--- src/rtl/alu_op_sequencer_if.sv ---
// Request/response handshake bundle between the datapath control (master)
// and the ALU operation sequencer (slave).
interface alu_op_sequencer_if #(
   parameter int WIDTH = 32,
   parameter int TAG_W = 4
);
   logic             req_valid;
   logic             req_ready;
   logic [WIDTH-1:0] req_a;
   logic [WIDTH-1:0] req_b;
   logic [2:0]       req_op;
   logic [TAG_W-1:0] req_tag;

   logic             rsp_valid;
   logic             rsp_ready;
   logic [WIDTH-1:0] rsp_result;
   logic [TAG_W-1:0] rsp_tag;
   logic             rsp_zero;
   logic             rsp_illegal;

   modport master (
      output req_valid, req_a, req_b, req_op, req_tag, rsp_ready,
      input  req_ready, rsp_valid, rsp_result, rsp_tag, rsp_zero, rsp_illegal
   );

   modport slave (
      input  req_valid, req_a, req_b, req_op, req_tag, rsp_ready,
      output req_ready, rsp_valid, rsp_result, rsp_tag, rsp_zero, rsp_illegal
   );
endinterface

--- src/rtl/alu_op_sequencer.sv ---
// Drives a combinational ALU for SETTLE cycles per accepted request, samples
// its Result and hands back a tagged response; one operation in flight.
module alu_op_sequencer #(
   parameter int WIDTH  = 32,
   parameter int SETTLE = 1,
   parameter int TAG_W  = 4,
   parameter int CNT_W  = 16
) (
   input  logic              clk,
   input  logic              rst,
   alu_op_sequencer_if.slave bus,
   output logic [WIDTH-1:0]  alu_a,
   output logic [WIDTH-1:0]  alu_b,
   output logic [2:0]        alu_op,
   input  logic [WIDTH-1:0]  alu_result,
   output logic              busy,
   output logic [CNT_W-1:0]  ops_done,
   output logic [CNT_W-1:0]  ops_illegal
);

   if (SETTLE < 1 || SETTLE > 15) begin : g_bad_settle
      $error("alu_op_sequencer: SETTLE=%0d is outside 1..15", SETTLE);
   end

   localparam logic [3:0] SETTLE_CNT = 4'(SETTLE);

   typedef enum logic [1:0] {
      IDLE  = 2'd0,
      DRIVE = 2'd1,
      HOLD  = 2'd2
   } state_t;

   state_t           state_q;
   logic [3:0]       settleCnt_q;
   logic             reqReady_q;
   logic             rspValid_q;
   logic [WIDTH-1:0] rspResult_q;
   logic [TAG_W-1:0] rspTag_q;
   logic             rspZero_q;
   logic             rspIllegal_q;
   logic [WIDTH-1:0] aluA_q;
   logic [WIDTH-1:0] aluB_q;
   logic [2:0]       aluOp_q;
   logic             busy_q;
   logic [CNT_W-1:0] opsDone_q;
   logic [CNT_W-1:0] opsIllegal_q;

   logic             reqIllegal;
   logic [CNT_W-1:0] opsDone_d;
   logic [CNT_W-1:0] opsIllegal_d;

   // 011, 100 and 101 are the unassigned ALUOp encodings.
   assign reqIllegal = (bus.req_op == 3'b011) || (bus.req_op == 3'b100) ||
                       (bus.req_op == 3'b101);

   assign opsDone_d    = (&opsDone_q)    ? opsDone_q    : opsDone_q    + CNT_W'(1);
   assign opsIllegal_d = (&opsIllegal_q) ? opsIllegal_q : opsIllegal_q + CNT_W'(1);

   // The ALU drive registers double as the operand capture; illegal ops leave them alone.
   always_ff @(posedge clk) begin
      if (rst) begin
         state_q      <= IDLE;
         settleCnt_q  <= '0;
         reqReady_q   <= 1'b1;
         rspValid_q   <= 1'b0;
         rspResult_q  <= '0;
         rspTag_q     <= '0;
         rspZero_q    <= 1'b0;
         rspIllegal_q <= 1'b0;
         aluA_q       <= '0;
         aluB_q       <= '0;
         aluOp_q      <= '0;
         busy_q       <= 1'b0;
         opsDone_q    <= '0;
         opsIllegal_q <= '0;
      end else begin
         case (state_q)
            IDLE: begin
               if (bus.req_valid) begin
                  rspTag_q   <= bus.req_tag;
                  reqReady_q <= 1'b0;
                  busy_q     <= 1'b1;
                  if (reqIllegal) begin
                     state_q      <= HOLD;
                     rspResult_q  <= '0;
                     rspZero_q    <= 1'b1;
                     rspIllegal_q <= 1'b1;
                     rspValid_q   <= 1'b1;
                  end else begin
                     state_q      <= DRIVE;
                     settleCnt_q  <= SETTLE_CNT;
                     rspIllegal_q <= 1'b0;
                     aluA_q       <= bus.req_a;
                     aluB_q       <= bus.req_b;
                     aluOp_q      <= bus.req_op;
                  end
               end
            end
            DRIVE: begin
               settleCnt_q <= settleCnt_q - 4'd1;
               if (settleCnt_q == 4'd1) begin
                  rspResult_q <= alu_result;
                  rspZero_q   <= (alu_result == '0);
                  rspValid_q  <= 1'b1;
                  state_q     <= HOLD;
               end
            end
            HOLD: begin
               if (bus.rsp_ready) begin
                  state_q    <= IDLE;
                  rspValid_q <= 1'b0;
                  reqReady_q <= 1'b1;
                  busy_q     <= 1'b0;
                  opsDone_q  <= opsDone_d;
                  if (rspIllegal_q) begin
                     opsIllegal_q <= opsIllegal_d;
                  end
               end
            end
            default: begin
               state_q <= IDLE;
            end
         endcase
      end
   end

   // Structural invariants: no overlap between accept and response, busy tracks the FSM.
   assert property (@(posedge clk) !(reqReady_q && rspValid_q));
   assert property (@(posedge clk) busy_q == (state_q != IDLE));

   assign bus.req_ready   = reqReady_q;
   assign bus.rsp_valid   = rspValid_q;
   assign bus.rsp_result  = rspResult_q;
   assign bus.rsp_tag     = rspTag_q;
   assign bus.rsp_zero    = rspZero_q;
   assign bus.rsp_illegal = rspIllegal_q;
   assign alu_a           = aluA_q;
   assign alu_b           = aluB_q;
   assign alu_op          = aluOp_q;
   assign busy            = busy_q;
   assign ops_done        = opsDone_q;
   assign ops_illegal     = opsIllegal_q;

endmodule

--- src/flat_wrapper.sv ---
// flat-port wrapper written by rule: the top's interface ports become plain ports
module alu_op_sequencer_flat 
#(
   parameter int WIDTH  = 32,
   parameter int SETTLE = 1,
   parameter int TAG_W  = 4,
   parameter int CNT_W  = 16
)
  (clk, rst, alu_a, alu_b, alu_op, alu_result, busy, ops_done, ops_illegal, bus_req_valid, bus_req_a, bus_req_b, bus_req_op, bus_req_tag, bus_rsp_ready, bus_req_ready, bus_rsp_valid, bus_rsp_result, bus_rsp_tag, bus_rsp_zero, bus_rsp_illegal);
  alu_op_sequencer_if #(.WIDTH(WIDTH), .TAG_W(TAG_W)) bus_i ();
  input  logic clk;
  input  logic rst;
  output logic [WIDTH-1:0] alu_a;
  output logic [WIDTH-1:0] alu_b;
  output logic [2:0] alu_op;
  input  logic [WIDTH-1:0] alu_result;
  output logic busy;
  output logic [CNT_W-1:0] ops_done;
  output logic [CNT_W-1:0] ops_illegal;
  input wire logic [$bits(bus_i.req_valid)-1:0] bus_req_valid;
  input wire logic [$bits(bus_i.req_a)-1:0] bus_req_a;
  input wire logic [$bits(bus_i.req_b)-1:0] bus_req_b;
  input wire logic [$bits(bus_i.req_op)-1:0] bus_req_op;
  input wire logic [$bits(bus_i.req_tag)-1:0] bus_req_tag;
  input wire logic [$bits(bus_i.rsp_ready)-1:0] bus_rsp_ready;
  output wire logic [$bits(bus_i.req_ready)-1:0] bus_req_ready;
  output wire logic [$bits(bus_i.rsp_valid)-1:0] bus_rsp_valid;
  output wire logic [$bits(bus_i.rsp_result)-1:0] bus_rsp_result;
  output wire logic [$bits(bus_i.rsp_tag)-1:0] bus_rsp_tag;
  output wire logic [$bits(bus_i.rsp_zero)-1:0] bus_rsp_zero;
  output wire logic [$bits(bus_i.rsp_illegal)-1:0] bus_rsp_illegal;
  assign bus_i.req_valid = bus_req_valid;
  assign bus_i.req_a = bus_req_a;
  assign bus_i.req_b = bus_req_b;
  assign bus_i.req_op = bus_req_op;
  assign bus_i.req_tag = bus_req_tag;
  assign bus_i.rsp_ready = bus_rsp_ready;
  assign bus_req_ready = bus_i.req_ready;
  assign bus_rsp_valid = bus_i.rsp_valid;
  assign bus_rsp_result = bus_i.rsp_result;
  assign bus_rsp_tag = bus_i.rsp_tag;
  assign bus_rsp_zero = bus_i.rsp_zero;
  assign bus_rsp_illegal = bus_i.rsp_illegal;
  alu_op_sequencer #(.WIDTH(WIDTH), .SETTLE(SETTLE), .TAG_W(TAG_W), .CNT_W(CNT_W)) u_core (.clk(clk), .rst(rst), .bus(bus_i), .alu_a(alu_a), .alu_b(alu_b), .alu_op(alu_op), .alu_result(alu_result), .busy(busy), .ops_done(ops_done), .ops_illegal(ops_illegal));
endmodule
--- config.mk ---
export PLATFORM = sky130hd
export DESIGN_NAME = alu_op_sequencer_flat
export DESIGN_NICKNAME = d
export VERILOG_FILES = /design/src/rtl/alu_op_sequencer_if.sv /design/src/rtl/alu_op_sequencer.sv /design/src/flat_wrapper.sv
export SDC_FILE = /design/constraint.sdc
export NUM_CORES = 1
export LEC_CHECK = 0
export BUFFER_PORTS_ARGS = -buffer_cell sky130_fd_sc_hd__buf_2
export CAP_MARGIN = 20
export CORE_ASPECT_RATIO = 0.7
export CORE_UTILIZATION = 47
export CTS_BUF_LIST = sky130_fd_sc_hd__clkbuf_8 sky130_fd_sc_hd__clkbuf_16
export CTS_CLUSTER_DIAMETER = 80
export DETAILED_ROUTE_END_ITERATION = 10
export GPL_TIMING_DRIVEN = 0
export PLACE_DENSITY = 0.8
export SYNTH_ARGS = -nofsm -noshare
export SYNTH_HDL_FRONTEND = slang
export SYNTH_SLANG_ARGS = --single-unit
--- constraint.sdc ---
create_clock -name clk -period 2.23 [get_ports clk]
set_input_delay 0.1115 -clock clk [delete_from_list [all_inputs] [get_ports clk]]
set_output_delay 0.1115 -clock clk [all_outputs]
set_load 0.02 [all_outputs]
==> reports/summary.txt <==
status: completed
Synth Area in Adders: 0.901%
Core Footprint: 11,300 um2
Pwr Total: 6.91 mW
max-capacitance violation count: 0
skew final: 9.63 ps
layout cells sized above 1: 29.4%
layout net count: 1,115
DRC Markers: 0
minimum clock period: 2130 ps
Avg Inst Size Synth: 8.73 um2
Initial Util: 49.4%
Synth cell types: 47
vias in the first global route: 5,910
die extent in x: 132 um
dpl cells: 1,035
# IOs: 247
Post-Synth XOR/XNOR Area: 4.10%
Worst Hold Path EP: u_core.state_q[1]
Area growth syn-to-layout: 56.1%
Synth Area in Compound Gates: 15.1%
initial antenna violation count: 0
H-tree Lvls: 4
Pre-Repair DR Iteration Count: 5
Post-synth EDFFs: 0
synthesized area: 5550 um2
Final HPWL DP: 11.2 mm
Hold Fails Final Rpt: 0
antenna-violating nets left: 0
routed len/inst: 15.8 um
via count of the routed design: 6,126
P per Cell Area: 797 nW/um2
R2R cell count: 7
global-route wire length before repair: 28.5 mm
total CTS buffers: 17
Fillers: 799
Slew Limit Fails: 0
CP Launch Type: flop
GR Util All Layers: 29.6%
relative slew slack: 57.7%
actual slew at the worst max-slew pin: 631 ps
grt ovf: 0
Mapped Cells: 636
diodes inserted: 0
Bufs on Longest Clock Path: 2
asr flop ratio synth: 0%
crit path kind: flop to flop
FP Rows: 32
Critical Path Source: u_core.settleCnt_q[0]
post-synthesis mux area share: 0.766%
Max IR drop VDD: 0.000586 V
Max FO, Critical Path: 10
Critical R2R Launch: u_core.settleCnt_q[0]
final setup violation count: 0
Die Span Y: 92.9 um
Post-Synth Simple-Gate Area: 22.9%
RSZ-0062 raised after global routing: false
Routed WL: 18.5 mm
clock transition at the registers of the reported paths: 60 ps
WP data required: 2530 ps
main combinational cell family by area after synthesis: simple AND/OR/NAND/NOR gates
routed vias/inst: 5.24
most frequently used flop master after synthesis: dfxtp_1
Root Buffer: clkbuf_16
Initial DRC Count: 308
Layout Cells excl Fill: 1,170
PortBufs: 246
Hold Path Class: input port to flop
Lkg Pwr: 4.00 nW
CP Capture Type: flop
Setup TNS: 0 ps
fmax: 469 MHz
Yosys warnings: 0
CP Data Arrival Time: 2430 ps
hold depth: 4
worst skew pair latency: 410 ps
CTS Sinks: 146
setup bufs post-CTS: 0
period utilization: 95.5%
RR Endpoint: u_core.bus.rsp_result[20]
hold path startpoint: bus_rsp_ready
routability cong.: 0.807
largest net degree at the start of global routing: 17
#FFs+latches synth: 146
Post-Syn Nets: 747
CTS tree: done
sequential share of the synthesized area: 52.6%
Die ar.: 12,300 um2
R2R setup slack: 100 ps
==> final cells by class <==
class	count	area, um2	area share (%)
Buffer	37	189	2.18
Clock inverter	14	213	2.45
Inverter	4	15.0	0.173
Tap cell	153	191	2.21
Timing Repair Buffer	349	2260	26.1
Multi-Input combinational cell	449	2440	28.1
Clock buffer	18	439	5.07
Sequential cell	146	2920	33.7
==> worst max-delay path, cell delays in order, from the launching register on <==
cell and delay (ps):
dfxtp_1 410, ha_1 170, nor3b_1 360, nand2_1 140
a21oi_2 270, nor2_1 150, clkbuf_1 270, a22o_1 250
==> stage by stage <==
stage                     instance area (um2)  util (%)  hold slack [ps]  worst slack, ps
after global placement                   6980      62.0              346              162
after global routing                     8670      77.0             40.1             17.4
after floorplan                          5550         -              244              267
after CTS                                8660      77.0             19.1              119
after detailed placement                 6980      62.0              349              152
final                                    8670      77.0             33.4             99.4
==> registers in the layout, summed over array words and instances (netlist names) <==
register,cells
u_core.bus.rsp_zero,1
u_core.busy,1
u_core.ops_done,16
u_core.bus.rsp_result,32
u_core.alu_a,32
u_core.state_q,2
u_core.bus.req_ready,1
u_core.ops_illegal,16
u_core.bus.rsp_valid,1
u_core.bus.rsp_illegal,1
u_core.alu_op,3
u_core.bus.rsp_tag,4
u_core.settleCnt_q,4
u_core.alu_b,32
==> how the worst max path moves through the flow <==
| stage | to | slack [ps] | cells after the start |
|---|---|---|---|
| 2_1_floorplan | u_core.ops_illegal[7] | 270 | 7 |
| 3_3_place_gp | u_core.bus.rsp_result[17] | 160 | 7 |
| 3_5_place_dp | u_core.bus.rsp_result[15] | 150 | 7 |
| 4_1_cts | u_core.bus.rsp_result[17] | 120 | 7 |
| 5_1_grt | u_core.bus.rsp_result[13] | 20 | 6 |
| 6_report | u_core.bus.rsp_result[20] | 100 | 7 |
==> synthesized netlist by cell type, types with 5 or more instances <==
library cell / number / area (um2)
nand2_1: 149 / 559
dfxtp_1: 146 / 2920
a21oi_1: 77 / 385
nor2_1: 58 / 218
a22o_1: 32 / 280
xor2_1: 23 / 201
clkbuf_1: 22 / 82.6
nand4_1: 14 / 87.6
nand3_1: 12 / 60.1
nor3_1: 11 / 55.1
buf_2: 10 / 50.1
nor4_1: 9 / 56.3
and3_1: 6 / 37.5
o21ai_0: 6 / 30.0
buf_6: 5 / 56.3
o211ai_1: 5 / 37.5
==> layout by cell type, fill, tap and decap left out, types with 3 or more instances in the layout <==
| master | count |
|---|---|
| buf_6 | 5 |
| dfxtp_1 | 146 |
| a22o_1 | 32 |
| clkinv_4 | 3 |
| o211ai_1 | 5 |
| bufinv_16 | 5 |
| a21oi_1 | 76 |
| nor2b_1 | 4 |
| o21ai_0 | 6 |
| dlygate4sd3_1 | 103 |
| and3_1 | 6 |
| buf_2 | 256 |
| clkbuf_16 | 17 |
| nor2_1 | 58 |
| nand2_1 | 149 |
| nand3_1 | 12 |
| clkbuf_1 | 22 |
| xnor2_1 | 3 |
| inv_1 | 6 |
| nor3b_1 | 3 |
| nor3_1 | 11 |
| xor2_1 | 23 |
| nor4_1 | 9 |
| ha_1 | 4 |
| nand4_1 | 14 |
==> repair_timing <==
item | in CTS | in global routing
endpoints found under the hold margin | 103 | 0
hold buffers | 103 | 0
resized for setup | 0 | 2
endpoints found under the setup margin | 0 | 33
==> power by group <==
group / switching (mW) / internal [mW]
Combinational: 0.559 / 0.421
Sequential: 0.0769 / 2.74
Clock: 1.10 / 2.01
Total: 1.73 / 5.17
==> per-layer routing <==
metal	GRT usage, %	share of wire, %	vias to the layer above
met5	0	0	-
met4	18.1	4.0	0
met3	6.90	5.0	78
met2	49.2	48	275
met1	34.8	43	2852
li1	-	-	2921
==> logic make-up (layout without fill, tap and decap cells) <==
logic type,Yosys count,count (layout)
AO/OA/AOI/OAI,132,132
XOR/XNOR,26,26
adder cells (fa/ha/maj),4,4
buffers and inverters,41,422
flip-flops,146,146
multiplexers,4,4
AND/OR/NAND/NOR,283,283
No activity file was read; power rests on OpenSTA's default activity.
